===== src/rtl/mux_rr_arbiter_pkg.sv =====
// mux_arb_pkg: shared state type and select-width helper for the round-robin mux arbiter.
package mux_arb_pkg;
  typedef enum logic {IDLE, OWN} arb_state_t;
  function automatic int sel_width(input int n);
    return (n > 1) ? $clog2(n) : 1;
  endfunction
endpackage


===== src/rtl/mux_rr_arbiter_rr_pick.sv =====
// rr_pick: finds the first set candidate bit searching upward from last+1, wrapping at N-1.
module rr_pick #(
  parameter int N  = 4,
  parameter int SW = 2
) (
  input  logic [N-1:0]  cand_i,
  input  logic [SW-1:0] last_i,
  output logic          found_o,
  output logic [SW-1:0] idx_o
);
  always_comb begin
    found_o = |cand_i;
    idx_o = '0;
    // Scan farthest offset first so the nearest candidate after last overwrites it.
    for (int k = N; k >= 1; k--)
      if (cand_i[(int'(last_i) + k) % N]) idx_o = SW'((int'(last_i) + k) % N);
  end
endmodule


===== src/rtl/mux_rr_arbiter.sv =====
// mux_rr_arbiter: round-robin owner of a shared N:1 data mux with a bounded hold time.
module mux_rr_arbiter
  import mux_arb_pkg::*;
#(
  parameter int N        = 4,
  parameter int DATA_W   = 8,
  parameter int MAX_HOLD = 8
) (
  input  logic                      clk,
  input  logic                      rst_n,
  input  logic [N-1:0]              req,
  input  logic [N*DATA_W-1:0]       data_in,
  output logic [N-1:0]              grant,
  output logic [sel_width(N)-1:0]   sel,
  output logic [DATA_W-1:0]         data_out,
  output logic                      busy
);
  localparam int SW = sel_width(N);
  localparam int HW = (MAX_HOLD > 1) ? $clog2(MAX_HOLD) : 1;
  arb_state_t    state_q;
  logic [N-1:0]  grant_q;
  logic [SW-1:0] sel_q, last_q, w;
  logic [HW-1:0] hold_q;
  logic          busy_q, own_req, sat, found, take;
  logic [N-1:0]  cand;
  assign own_req = req[sel_q];
  assign sat     = hold_q == HW'(MAX_HOLD - 1);
  // While owning, the picker only ever sees the other requesters.
  assign cand    = (state_q == IDLE) ? req : (req & ~(N'(1) << sel_q));
  assign take    = found && (state_q == IDLE || !own_req || sat);
  rr_pick #(.N(N), .SW(SW)) u_pick (
    .cand_i  (cand),
    .last_i  (last_q),
    .found_o (found),
    .idx_o   (w)
  );
  always_ff @(posedge clk or negedge rst_n)
    if (!rst_n) begin
      state_q <= IDLE;
      grant_q <= '0;
      sel_q   <= '0;
      busy_q  <= 1'b0;
      last_q  <= SW'(N - 1);
      hold_q  <= '0;
    end else if (take) begin
      state_q <= OWN;
      grant_q <= N'(1) << w;
      sel_q   <= w;
      busy_q  <= 1'b1;
      last_q  <= w;
      hold_q  <= '0;
    end else if (state_q == OWN && !own_req) begin
      state_q <= IDLE;
      grant_q <= '0;
      busy_q  <= 1'b0;
    end else if (state_q == OWN && !sat) begin
      hold_q  <= hold_q + 1'b1;
    end
  assign grant    = grant_q;
  assign sel      = sel_q;
  assign busy     = busy_q;
  assign data_out = busy_q ? data_in[sel_q*DATA_W +: DATA_W] : '0;
endmodule

===== config.mk =====
export PLATFORM = sky130hd
export DESIGN_NAME = mux_rr_arbiter
export DESIGN_NICKNAME = d
export VERILOG_FILES = /design/src/rtl/mux_rr_arbiter_pkg.sv /design/src/rtl/mux_rr_arbiter_rr_pick.sv /design/src/rtl/mux_rr_arbiter.sv
export SDC_FILE = /design/constraint.sdc
export NUM_CORES = 1
export LEC_CHECK = 0
export CAP_MARGIN = 25
export CORE_ASPECT_RATIO = 1.1
export CORE_UTILIZATION = 37
export CTS_CLUSTER_SIZE = 8
export DETAILED_ROUTE_END_ITERATION = 10
export PLACE_DENSITY = 0.76
export SETUP_SLACK_MARGIN = 0.05
export SYNTH_ARGS = -nofsm -noshare
export SYNTH_HDL_FRONTEND = slang
export SYNTH_SLANG_ARGS = --single-unit
export TNS_END_PERCENT = 100

===== constraint.sdc =====
create_clock -name clk -period 1.65 [get_ports clk]
set_input_delay 0.4125 -clock clk [delete_from_list [all_inputs] [get_ports clk]]
set_output_delay 0.4125 -clock clk [all_outputs]
set_load 0.03 [all_outputs]

==> qor.json, run 1 <==
{
  "ys.flop_type": "sky130_fd_sc_hd__dfrtp_1",
  "htree_levels": 1,
  "gpl.final_weighted_congestion": 0.7755,
  "ys_top_cells_by_count": "10 x sky130_fd_sc_hd__and2_1, 10 x sky130_fd_sc_hd__dfrtp_1, 9 x sky130_fd_sc_hd__mux4_2, 6 x sky130_fd_sc_hd__nor2_1",
  "syn2layout_area_growth_pct": 76.91,
  "drv_slew": 0,
  "synth-seq-area-share": 0.2636,
  "routed_wirelength_mm": 3.431,
  "core_area_mm2": 0.002853,
  "post-route-worst-setup-slack_ns": -0.3473,
  "dieHeight_um": 60.44,
  "post-synth-top-area-cell": "sky130_fd_sc_hd__dfrtp_1",
  "synth_edf_count": 0,
  "ys.warnings.count": 0,
  "dpl_cell_area_mm2": 0.001817,
  "tritoncts_num_sinks": 12,
  "irDropWorstVdd_mv": 1.331,
  "outcome": "finished, violations left",
  "timing.rr.start": "sel[0]$_DFFE_PN0P_",
  "mappedNetlistNets": 143,
  "die-width_um": 55.13,
  "boundaryPins": 53,
  "max-slew-margin-rel": 0.6296,
  "clock_insertion_delay_worst_skew_ns": 0.27,
  "grt_max_degree": 13,
  "drt-pass1-iter-count": 4,
  "row_count": 20,
  "stdcell_area_mm2": 0.002032,
  "fin_crit_sh": 1.211,
  "critical_path.endpoint_type": "output pin",
  "timing.rr.end": "last_q[0]$_DFFE_PN1P_",
  "cts-root-buf": "sky130_fd_sc_hd__clkbuf_4",
  "synth_seq_cells": 12,
  "power_mw": 4.176,
  "cts-buffers-inserted": 3,
  "cp_max_fo": 9,
  "grt_overflow_total": 0,
  "routedWlPerCell_um": 16.26,
  "critPathKind": "flip-flop to output pin",
  "dp_hpwl_mm": 2.594,
  "post_synthesis_cells": 103,
  "fin_setup_tns_ns": -5.255,
  "dp_cells": 197,
  "filler_cell_count": 215,
  "finalNetCount": 219,
  "ant_nets": 0,
  "max_cap_violation_count": 0,
  "synth_largest_type_area_fraction": 0.2179,
  "hold_path.class": "input port to asynchronous set/reset pin",
  "critical_path.cell_chain": "buf_12 > mux4_2 > and2_4 > buf_6",
  "final_number_of_setup_violating_endpoints": 20,
  "drcViolationCount": 0,
  "critPathSlowestCell": "sky130_fd_sc_hd__mux4_2",
  "hold_slack_ns": 0.4966,
  "first_global_vias": 1267,
  "worst_setup_hold_path_clk_slew_ns": 0.08,
  "rsz_0062_raised_after_global_routing": "true",
  "synth_top_cells_by_area": "sky130_fd_sc_hd__dfrtp_1 22%, sky130_fd_sc_hd__mux4_2 18%, sky130_fd_sc_hd__and2_1 5.4%, sky130_fd_sc_hd__dfstp_2 4.6%, sky130_fd_sc_hd__mux2i_1 3.5%",
  "antenna_found_initial": 0,
  "crit_path_max_cell_delay_ns": 0.50,
  "fmaxAchievable_mhz": 500.7,
  "place_worst_setup_slack_ns": -0.7923,
  "initial_utilization": 0.4026,
  "ctsLongestPathBuffers": 2,
  "worstPathRequired_ns": 1.24,
  "groute.usage.overall": 0.2259,
  "worst-r2r-cell-count": 9,
  "leakage_nw": 0.8910,
  "netlist_area_before_placement_mm2": 0.001149,
  "timing.critical_path.from_type": "flip-flop",
  "dr.first_iter.drc_count": 35,
  "postLayoutCoreUtil": 0.7123,
  "port-buffer-count": 52,
  "routed-via-count": 1178,
  "failed_checks": "negative setup slack",
  "antennaDiodeCount": 0,
  "synth.distinct_cells": 44,
  "vias_per_cell": 5.583,
  "transition_time_at_the_pin_with_the_least_slew_margin_ns": 0.5539,
  "power_density_mw_per_mm2": 2055,
  "grt_pass1_wl_mm": 5.520,
  "clock_skew_ns": 0.002140,
  "finalHoldViolCount": 0,
  "post_route_cells_drive_above_1_share": 0.4944,
  "rrSetupSlack_ns": -0.32,
  "timing.final.crit_period_ns": 1.997,
  "final_cells": 211,
  "die_area_mm2": 0.003331,
  "syn-mean-instance-area_um2": 11.15,
  "worst-endpoint-arrival_ns": 1.58,
  "synth_async_sr_flop_share": 1.000,
  "tritoncts": "yes"
}
area by class of cell:
cell class | instances | area, um2 | share of cell area
multi-input cells | 80 | 880.8 | 0.4335
repair buffers | 77 | 748.2 | 0.3682
flip-flops and latches | 12 | 306.5 | 0.1509
well taps | 33 | 41.29 | 0.02032
clock buffers | 4 | 36.28 | 0.01786
inverters | 5 | 18.77 | 0.009236
placed cells by master (no fill, tap or decap), drive strengths merged, types with 4 or more instances in the layout:
| cell | count |
|---|---|
| dfrtp | 10 |
| and2 | 11 |
| clkdlybuf4s50 | 32 |
| mux4 | 9 |
| dlygate4sd2 | 9 |
| a21oi | 4 |
| mux2i | 4 |
| nand2 | 5 |
| inv | 5 |
| clkbuf | 4 |
| nor2 | 7 |
| nand3 | 4 |
| buf | 36 |
worst max-delay path by stage:
stage | from | end | slack [ns] | depth (start not counted)
4_1_cts | sel[0]$_DFFE_PN0P_ | data_out[4] | -0.35 | 4
5_1_grt | sel[0]$_DFFE_PN0P_ | data_out[4] | -0.41 | 4
6_report | sel[0]$_DFFE_PN0P_ | data_out[2] | -0.35 | 4
2_1_floorplan | sel[0]$_DFFE_PN0P_ | data_out[0] | -0.21 | 4
3_5_place_dp | data_in[29] | data_out[5] | -0.79 | 4
3_3_place_gp | data_in[29] | data_out[5] | -0.80 | 4
registers in the layout, indices dropped and copies added (netlist names):
register / count
sel: 2
busy: 1
last_q: 2
hold_q: 3
grant: 4
worst max-delay path: cells and delay by family (launching register included):
kind	cells	cell delay, ns
DFF	1	0.38
buffers and inverters	2	0.27
and+or+nand+nor	1	0.17
muxes	1	0.50
report_power, final:
group | switching [mW] | internal (mW)
combinational | 1.59 | 1.76
sequential | 0.146 | 0.449
clock | 0.0970 | 0.134
routing by layer:
metal,wire (um),global-route usage,vias up
li1,-,-,545
met1,1217,0.2527,574
met2,1810,0.4234,55
met3,354,0.03258,4
met4,48,0.07857,0
met5,0,0,-
cell families after synthesis:
kind of cell,Yosys count,share of synthesized area
muxes,14,0.2211
and+or+nand+nor,36,0.1852
xor gates and xnor gates,1,0.01417
buffers and inverters,11,0.05990
AOI/OAI and AO/OA,27,0.2342
DFF,12,0.2636
adders and majority gates,2,0.02178
timing repair:
item / in CTS / in global routing
setup buffers: 9 / 1
resized for setup: 79 / 4
endpoints found under the setup margin: 25 / 21
pin swaps: 12 / 3
hold buffers: 0 / 0
gates cloned: 0 / 0
No activity file was read; power rests on OpenSTA's default activity.
==> run 2: changes to the inputs <==
--- a/config.mk
+++ b/config.mk
@@ -7,10 +7,10 @@
 export LEC_CHECK = 0
 export CAP_MARGIN = 25
 export CORE_ASPECT_RATIO = 1.1
-export CORE_UTILIZATION = 37
+export CORE_UTILIZATION = 41
 export CTS_CLUSTER_SIZE = 8
 export DETAILED_ROUTE_END_ITERATION = 10
-export PLACE_DENSITY = 0.76
+export PLACE_DENSITY = 0.8
 export SETUP_SLACK_MARGIN = 0.05
 export SYNTH_ARGS = -nofsm -noshare
 export SYNTH_HDL_FRONTEND = slang
==> constraint.sdc (replaced) <==
create_clock -name clk -period 2.05 [get_ports clk]
set_input_delay 0.5125 -clock clk [delete_from_list [all_inputs] [get_ports clk]]
set_output_delay 0.5125 -clock clk [all_outputs]
set_load 0.03 [all_outputs]
==> run 2 against run 1 <==
Compared with the run above:
- critical endpoint is now data_out[3]
- global-route usage shrank 0.99 points
- the run still ends with negative setup slack left
- die area shrank 9.4%
- cell area fell by 8.1%
- wire length down 8.0%
- cell count down 2.8%
- sequential power shrank 15%
- worst hold slack improved by 0.0012 ns
- setup slack gained 0.23 ns
- utilization increased by 1.5 points
- total power shrank 29%
- non-clock buffer count decreased by 4
==> qor.json, run 2 (synthesis gave the netlist of run 1 again) <==
{
  "grt_max_degree": {"value": 13, "change": "unchanged"},
  "critical_path.cell_chain": {"value": "clkdlybuf4s50_1 > mux4_2 > and2_4 > buf_6", "change": "was buf_12 > mux4_2 > and2_4 > buf_6"},
  "grt_overflow_total": {"value": 0, "change": "unchanged"},
  "largest_reg_flops": {"value": 4, "change": "unchanged"},
  "final_number_of_setup_violating_endpoints": {"value": 8, "change": "was 20"},
  "die_area": {"value": 0.003017, "unit": "mm2", "change": "was 0.003331 mm2"},
  "port-buffer-count": {"value": 52, "change": "unchanged"},
  "dp_cells": {"value": 193, "change": "was 197"},
  "hold_slack": {"value": 0.4978, "unit": "ns", "change": "was 0.4966 ns"},
  "first_global_vias": {"value": 1125, "change": "was 1267"},
  "clock_skew": {"value": 0.005432, "unit": "ns", "change": "was 0.002140 ns"},
  "failed_checks": {"value": "negative setup slack", "change": "unchanged"},
  "outcome": {"value": "finished, violations left", "change": "unchanged"},
  "commonest_non_fill_non_tap_cell_in_the_layout": {"value": "sky130_fd_sc_hd__dlygate4sd2_1", "change": "was sky130_fd_sc_hd__clkdlybuf4s50_1"},
  "finalHoldViolCount": {"value": 0, "change": "unchanged"},
  "cts-root-buf": {"value": "sky130_fd_sc_hd__clkbuf_4", "change": "unchanged"},
  "initial_utilization": {"value": 0.4474, "change": "was 0.4026"},
  "gpl.final_weighted_congestion": {"value": 0.8242, "change": "was 0.7755"},
  "max-slew-margin-rel": {"value": 0.6495, "change": "was 0.6296"},
  "drv_slew": {"value": 0, "change": "unchanged"},
  "core_area": {"value": 0.002567, "unit": "mm2", "change": "was 0.002853 mm2"},
  "post-route-worst-setup-slack": {"value": -0.1125, "unit": "ns", "change": "was -0.3473 ns"},
  "dieHeight": {"value": 57.51, "unit": "um", "change": "was 60.44 um"},
  "worst_setup_hold_path_clk_slew": {"value": 0.07, "unit": "ns", "change": "was 0.08 ns"},
  "critical_path.endpoint_type": {"value": "output pin", "change": "unchanged"},
  "stdcell_area": {"value": 0.001867, "unit": "mm2", "change": "was 0.002032 mm2"},
  "critPathSlowestCell": {"value": "sky130_fd_sc_hd__mux4_2", "change": "unchanged"},
  "routed_wirelength": {"value": 3.158, "unit": "mm", "change": "was 3.431 mm"},
  "timing.final.crit_period_ns": 2.162,
  "fin_setup_tns": {"value": -0.7243, "unit": "ns", "change": "was -5.255 ns"},
  "cts-buffers-inserted": {"value": 3, "change": "unchanged"},
  "ctsLongestPathBuffers": {"value": 2, "change": "unchanged"},
  "irDropWorstVdd": {"value": 1.267, "unit": "mV", "change": "was 1.331 mV"},
  "syn2layout_area_growth": {"value": 62.53, "unit": "%", "change": "was 76.91%"},
  "die-width": {"value": 52.47, "unit": "um", "change": "was 55.13 um"},
  "dp_hpwl": {"value": 2.440, "unit": "mm", "change": "was 2.594 mm"},
  "vias_per_cell": {"value": 5.380, "change": "was 5.583"},
  "critPathKind": {"value": "input port to output pin", "change": "was flip-flop to output pin"},
  "dpl_cell_area": {"value": 0.001777, "unit": "mm2", "change": "was 0.001817 mm2"},
  "max_cap_violation_count": {"value": 0, "change": "unchanged"},
  "antennaDiodeCount": {"value": 0, "change": "unchanged"},
  "grt_pass1_wl": {"value": 4.974, "unit": "mm", "change": "was 5.520 mm"},
  "antenna_found_initial": {"value": 0, "change": "unchanged"},
  "worstPathRequired": {"value": 1.54, "unit": "ns", "change": "was 1.24 ns"},
  "fmaxAchievable_mhz": 462.4,
  "post_route_cells_drive_above_1_share": {"value": 0.4023, "change": "was 0.4944"},
  "place_worst_setup_slack": {"value": -0.5939, "unit": "ns", "change": "was -0.7923 ns"},
  "rsz_0062_raised_after_global_routing": {"value": "true", "change": "unchanged"},
  "power_density": {"value": 1595, "unit": "mW/mm2", "change": "was 2055 mW/mm2"},
  "final_cells": {"value": 205, "change": "was 211"},
  "row_count": {"value": 19, "change": "was 20"},
  "worst-endpoint-arrival": {"value": 1.65, "unit": "ns", "change": "was 1.58 ns"},
  "dr.first_iter.drc_count": {"value": 19, "change": "was 35"},
  "htree_levels": {"value": 1, "change": "unchanged"},
  "tritoncts": {"value": "yes", "change": "unchanged"},
  "clock_insertion_delay_worst_skew": {"value": 0.27, "unit": "ns", "change": "about the same"},
  "transition_time_at_the_pin_with_the_least_slew_margin": {"value": 0.5241, "unit": "ns", "change": "was 0.5539 ns"},
  "tritoncts_num_sinks": {"value": 12, "change": "unchanged"},
  "postLayoutCoreUtil": {"value": 0.7271, "change": "was 0.7123"},
  "crit_path_max_cell_delay": {"value": 0.44, "unit": "ns", "change": "was 0.50 ns"},
  "drt-pass1-iter-count": {"value": 3, "change": "was 4"},
  "cp_max_fo": {"value": 1, "change": "was 9"},
  "layout_common_cells": {"value": "30 x sky130_fd_sc_hd__dlygate4sd2_1, 17 x sky130_fd_sc_hd__buf_4, 11 x sky130_fd_sc_hd__buf_6, 10 x sky130_fd_sc_hd__clkdlybuf4s50_1", "change": "was 32 x sky130_fd_sc_hd__clkdlybuf4s50_1, 22 x sky130_fd_sc_hd__buf_4, 11 x sky130_fd_sc_hd__buf_6"},
  "fin_crit_sh": 1.055,
  "ant_nets": {"value": 0, "change": "unchanged"},
  "boundaryPins": {"value": 53, "change": "unchanged"},
  "finalNetCount": {"value": 215, "change": "was 219"},
  "routed-via-count": {"value": 1103, "change": "was 1178"},
  "leakage": {"value": 0.8923, "unit": "nW", "change": "was 0.8910 nW"},
  "drcViolationCount": {"value": 0, "change": "unchanged"},
  "power": {"value": 2.977, "unit": "mW", "change": "was 4.176 mW"},
  "timing.critical_path.from_type": {"value": "input port", "change": "was flip-flop"},
  "groute.usage.overall": {"value": 0.2160, "change": "was 0.2259"},
  "routedWlPerCell": {"value": 15.40, "unit": "um", "change": "was 16.26 um"},
  "hold_path.class": {"value": "flip-flop to flip-flop", "change": "was input port to asynchronous set/reset pin"}
}
-- run 2: cell types whose count changed in the layout (fill, tap and decap cells not counted), sizes merged --
| cell | before | now |
|---|---|---|
| dlygate4sd2 | 9 | 30 |
| clkbuf | 4 | 5 |
| buf | 36 | 28 |
| clkdlybuf4s50 | 32 | 10 |
| dlymetal6s2s | 0 | 4 |
-- run 2: final cells by class --
cell class,instances,area [um2]
multi-input cells,80,797.0
fillers,206,700.7
repair buffers,73,669.4
flip-flops and latches,12,306.5
well taps,31,38.79
clock buffers,4,36.28
inverters,5,18.77
-- run 2: worst max-delay path, delay by kind of cell --
kind	cells	cell delay, ns
AND/OR/NAND/NOR	1	0.17
multiplexers	1	0.44
buffers and inverters	2	0.53
-- run 2: final timing paths --
check                                startpoint               endpoint  slack [ns]  cells past startpoint
max                                  data_in[3]            data_out[3]       -0.11                      4
min                        grant[1]$_DFFE_PN0P_   grant[1]$_DFFE_PN0P_        0.50                      1
max reg2reg                  sel[1]$_DFFE_PN0P_  hold_q[0]$_DFFE_PN0P_        0.16                      6
min reg2reg                grant[1]$_DFFE_PN0P_   grant[1]$_DFFE_PN0P_        0.50                      1
max in group asynchronous                 rst_n     sel[0]$_DFFE_PN0P_        1.09                      1
min in group asynchronous                 rst_n   grant[0]$_DFFE_PN0P_        0.58                      1
-- run 2: layer usage --
layer | GRT usage | vias to the layer above | wire length, um
li1 | - | 534 | -
met1 | 0.2471 | 517 | 1190
met2 | 0.4014 | 52 | 1599
met3 | 0.05333 | 0 | 368
met4 | 0.03383 | 0 | 0
met5 | 0 | - | 0
-- run 2: power breakdown --
part	total, mW	switching (mW)	internal [mW]
clock	0.187	0.0793	0.108
combinational	2.28	1.10	1.19
sequential	0.506	0.144	0.362
total	2.98	1.32	1.66
-- run 2: what timing repair did --
action | 4_1_cts | 5_1_grt
resized for setup | 89 | 6
buffers inserted | 4 | 4
setup endpoints to repair | 12 | 15
hold buffers | 0 | 0
pin swaps | 0 | 3
==> run 3: changes to the inputs <==
--- a/config.mk
+++ b/config.mk
@@ -12,6 +12,7 @@
 export DETAILED_ROUTE_END_ITERATION = 10
 export PLACE_DENSITY = 0.8
 export SETUP_SLACK_MARGIN = 0.05
+export SKIP_LAST_GASP = 1
 export SYNTH_ARGS = -nofsm -noshare
 export SYNTH_HDL_FRONTEND = slang
 export SYNTH_SLANG_ARGS = --single-unit
==> run 3 against run 2 <==
Compared with the run above:
- the run still ends with negative setup slack left
- register-to-register slack is essentially flat
- cell area up 0.40%
- global-route usage fell by 0.054 points
- largest power group unchanged
- combinational power hardly changed
- via count rose by 0.36%
- first-iteration DRC count shrank 26%
- setup slack lost 0.024 ns
- worst hold slack is essentially flat
- sequential share of layout area fell by 0.066 points
- wire length up 0.16%
- utilization rose by 0.29 points
==> qor.json, run 3 (synthesis gave the netlist of run 1 again) <==
{
  "antenna_found_initial": {"value": 0, "change": "unchanged"},
  "filler_cell_count": {"value": 206, "change": "unchanged"},
  "dieHeight": {"value": 57.51, "unit": "um", "change": "unchanged"},
  "fin_crit_sh": {"value": 1.066, "change": "was 1.055"},
  "dr.first_iter.drc_count": {"value": 14, "change": "was 19"},
  "power.switching": {"value": 1.319, "unit": "mW", "change": "was 1.321 mW"},
  "tritoncts": {"value": "yes", "change": "unchanged"},
  "critPathKind": {"value": "input port to output pin", "change": "unchanged"},
  "tritoncts_num_sinks": {"value": 12, "change": "unchanged"},
  "timing.critical_path.from_type": {"value": "input port", "change": "unchanged"},
  "critical_path.endpoint_type": {"value": "output pin", "change": "unchanged"},
  "boundaryPins": {"value": 53, "change": "unchanged"},
  "finalNetCount": {"value": 215, "change": "unchanged"},
  "timing.final.crit_period": {"value": 2.186, "unit": "ns", "change": "was 2.162 ns"},
  "htree_levels": {"value": 1, "change": "unchanged"},
  "worst_setup_hold_path_clk_slew": {"value": 0.07, "unit": "ns", "change": "about the same"},
  "grt_max_degree": {"value": 13, "change": "unchanged"},
  "drcViolationCount": {"value": 0, "change": "unchanged"},
  "hold_path.class": {"value": "flip-flop to flip-flop", "change": "unchanged"},
  "first_global_vias": {"value": 1132, "change": "was 1125"},
  "worst-r2r-cell-count": {"value": 6, "change": "unchanged"},
  "ctsLongestPathBuffers": {"value": 2, "change": "unchanged"},
  "ant_nets": {"value": 0, "change": "unchanged"},
  "fin_setup_tns": {"value": -0.7235, "unit": "ns", "change": "was -0.7243 ns"},
  "routedWlPerCell": {"value": 15.43, "unit": "um", "change": "was 15.40 um"},
  "routed-via-count": {"value": 1107, "change": "was 1103"},
  "failed_checks": {"value": "negative setup slack", "change": "unchanged"},
  "worstPathRequired": {"value": 1.54, "unit": "ns", "change": "about the same"},
  "finalHoldViolCount": {"value": 0, "change": "unchanged"},
  "grt_pass1_wl": {"value": 4.974, "unit": "mm", "change": "unchanged"},
  "commonest_non_fill_non_tap_cell_in_the_layout": {"value": "sky130_fd_sc_hd__dlygate4sd2_1", "change": "unchanged"},
  "fmaxAchievable": {"value": 457.4, "unit": "MHz", "change": "was 462.4 MHz"},
  "initial_utilization": {"value": 0.4474, "change": "unchanged"},
  "final_number_of_setup_violating_endpoints": {"value": 8, "change": "unchanged"},
  "power": {"value": 2.975, "unit": "mW", "change": "was 2.977 mW"},
  "routed_wirelength": {"value": 3.163, "unit": "mm", "change": "was 3.158 mm"},
  "rsz_0062_raised_after_global_routing": {"value": "true", "change": "unchanged"},
  "clock_insertion_delay_worst_skew": {"value": 0.27, "unit": "ns", "change": "about the same"},
  "stdcell_area": {"value": 0.001874, "unit": "mm2", "change": "was 0.001867 mm2"},
  "syn2layout_area_growth": {"value": 63.18, "unit": "%", "change": "was 62.53%"},
  "grt_overflow_total": {"value": 0, "change": "unchanged"},
  "leakage": {"value": 0.9079, "unit": "nW", "change": "was 0.8923 nW"},
  "dpl_cell_area": {"value": 0.001777, "unit": "mm2", "change": "unchanged"},
  "max_cap_violation_count": {"value": 0, "change": "unchanged"},
  "irDropWorstVdd": {"value": 1.257, "unit": "mV", "change": "was 1.267 mV"},
  "dp_hpwl": {"value": 2.440, "unit": "mm", "change": "unchanged"},
  "antennaDiodeCount": {"value": 0, "change": "unchanged"},
  "internal-power": {"value": 1.656, "unit": "mW", "change": "was 1.655 mW"},
  "power.combinational.fraction": {"value": 0.767, "change": "about the same"},
  "gpl.final_weighted_congestion": {"value": 0.8242, "change": "unchanged"},
  "row_count": {"value": 19, "change": "unchanged"},
  "timing.hold.worst_path_depth": {"value": 1, "change": "unchanged"},
  "max-slew-margin-rel": {"value": 0.6495, "change": "about the same"},
  "worst-endpoint-arrival": {"value": 1.67, "unit": "ns", "change": "was 1.65 ns"},
  "transition_time_at_the_pin_with_the_least_slew_margin": {"value": 0.5242, "unit": "ns", "change": "was 0.5241 ns"},
  "net_switching_share_of_the_total_power": {"value": 0.4433, "change": "was 0.4439"},
  "post_route_cells_drive_above_1_share": {"value": 0.4023, "change": "unchanged"},
  "cts-buffers-inserted": {"value": 3, "change": "unchanged"},
  "largest_reg_flops": {"value": 4, "change": "unchanged"},
  "drt-pass1-iter-count": {"value": 3, "change": "unchanged"},
  "groute.usage.overall": {"value": 0.2154, "change": "was 0.2160"},
  "cp_max_fo": {"value": 1, "change": "unchanged"},
  "seqPwrFrac": {"value": 0.170, "change": "about the same"},
  "core_area": {"value": 0.002567, "unit": "mm2", "change": "unchanged"},
  "clock_skew": {"value": 0.005174, "unit": "ns", "change": "was 0.005432 ns"},
  "pwr-share-clk": {"value": 0.063, "change": "about the same"},
  "post-route-worst-setup-slack": {"value": -0.1361, "unit": "ns", "change": "was -0.1125 ns"},
  "die-width": {"value": 52.47, "unit": "um", "change": "unchanged"},
  "vias_per_cell": {"value": 5.400, "change": "was 5.380"},
  "outcome": {"value": "finished, violations left", "change": "unchanged"},
  "port-buffer-count": {"value": 52, "change": "unchanged"},
  "die_area": {"value": 0.003017, "unit": "mm2", "change": "unchanged"},
  "layout_common_cells": {"value": "28 x sky130_fd_sc_hd__dlygate4sd2_1, 17 x sky130_fd_sc_hd__buf_4, 11 x sky130_fd_sc_hd__buf_6, 10 x sky130_fd_sc_hd__clkdlybuf4s50_1", "change": "was 30 x sky130_fd_sc_hd__dlygate4sd2_1, 17 x sky130_fd_sc_hd__buf_4, 11 x sky130_fd_sc_hd__buf_6, 10 x sky130_fd_sc_hd__clkdlybuf4s50_1"},
  "cts-root-buf": {"value": "sky130_fd_sc_hd__clkbuf_4", "change": "unchanged"},
  "drv_slew": {"value": 0, "change": "unchanged"},
  "power_density": {"value": 1587, "unit": "mW/mm2", "change": "was 1595 mW/mm2"}
}
## run 3: changes by cell type in the layout (fill, tap and decap cells not counted)
| cell | before | now |
|---|---|---|
| sky130_fd_sc_hd__dlygate4sd2_1 | 30 | 28 |
| sky130_fd_sc_hd__dlymetal6s2s_1 | 4 | 6 |
## run 3: timing repair
action / 4_1_cts / 5_1_grt
gates cloned: 0 / 0
endpoints found under the setup margin: 12 / 15
hold buffers: 0 / 0
resized for setup: 87 / 8
setup buffers: 4 / 4
pin swaps: 0 / 3
## run 3: critical path, stage by stage
cell	delay, ns
sky130_fd_sc_hd__clkdlybuf4s50_1	0.42
sky130_fd_sc_hd__mux4_2	0.45
sky130_fd_sc_hd__and2_4	0.17
sky130_fd_sc_hd__buf_6	0.13
## run 3: power by group through the flow
stage	Sequential [mW]	Combinational, mW	Clock (mW)
global placement	0.536	2.06	0
finish	0.506	2.28	0.187
global route	0.523	2.46	0.202
floorplan	0.531	1.53	0
detailed placement	0.543	2.10	0
CTS	0.516	2.22	0.193
## run 3: layout make-up
cell class	instances	area, um2	area share
Multi-Input combinational cell	80	797.0	0.4252
Tap cell	31	38.79	0.02069
Timing Repair Buffer	73	676.9	0.3611
Clock buffer	4	36.28	0.01936
Sequential cell	12	306.5	0.1636
Inverter	5	18.77	0.01001
## run 3: per-stage QoR
stage | util | setup WS, ns | hold WS [ns] | instances
after floorplan | - | 0.07927 | 0.2169 | 103
after global placement | 0.6920 | -0.6022 | 0.4782 | 193
after detailed placement | 0.6920 | -0.5939 | 0.4733 | 193
after CTS | 0.7115 | -0.1271 | 0.5018 | 201
after global routing | 0.7300 | -0.1620 | 0.5291 | 205
final | 0.7300 | -0.1361 | 0.4979 | 205
## run 3: final timing paths
kind                                          to  slack, ns                 start
setup / recovery                     data_out[4]      -0.14           data_in[12]
hold / removal              grant[1]$_DFFE_PN0P_       0.50  grant[1]$_DFFE_PN0P_
setup reg to reg           hold_q[0]$_DFFE_PN0P_       0.16    sel[1]$_DFFE_PN0P_
hold reg to reg             grant[1]$_DFFE_PN0P_       0.50  grant[1]$_DFFE_PN0P_
max in group asynchronous     sel[0]$_DFFE_PN0P_       1.09                 rst_n
min in group asynchronous   grant[0]$_DFFE_PN0P_       0.58                 rst_n
## run 3: routing by layer
metal	up-vias	share of wire	global-route usage	wire (um)
met5	-	0	0	0
met4	0	0	0.03383	0
met3	0	0.12	0.05333	373
met2	56	0.51	0.4014	1608
met1	517	0.37	0.2454	1180
li1	534	-	-	-
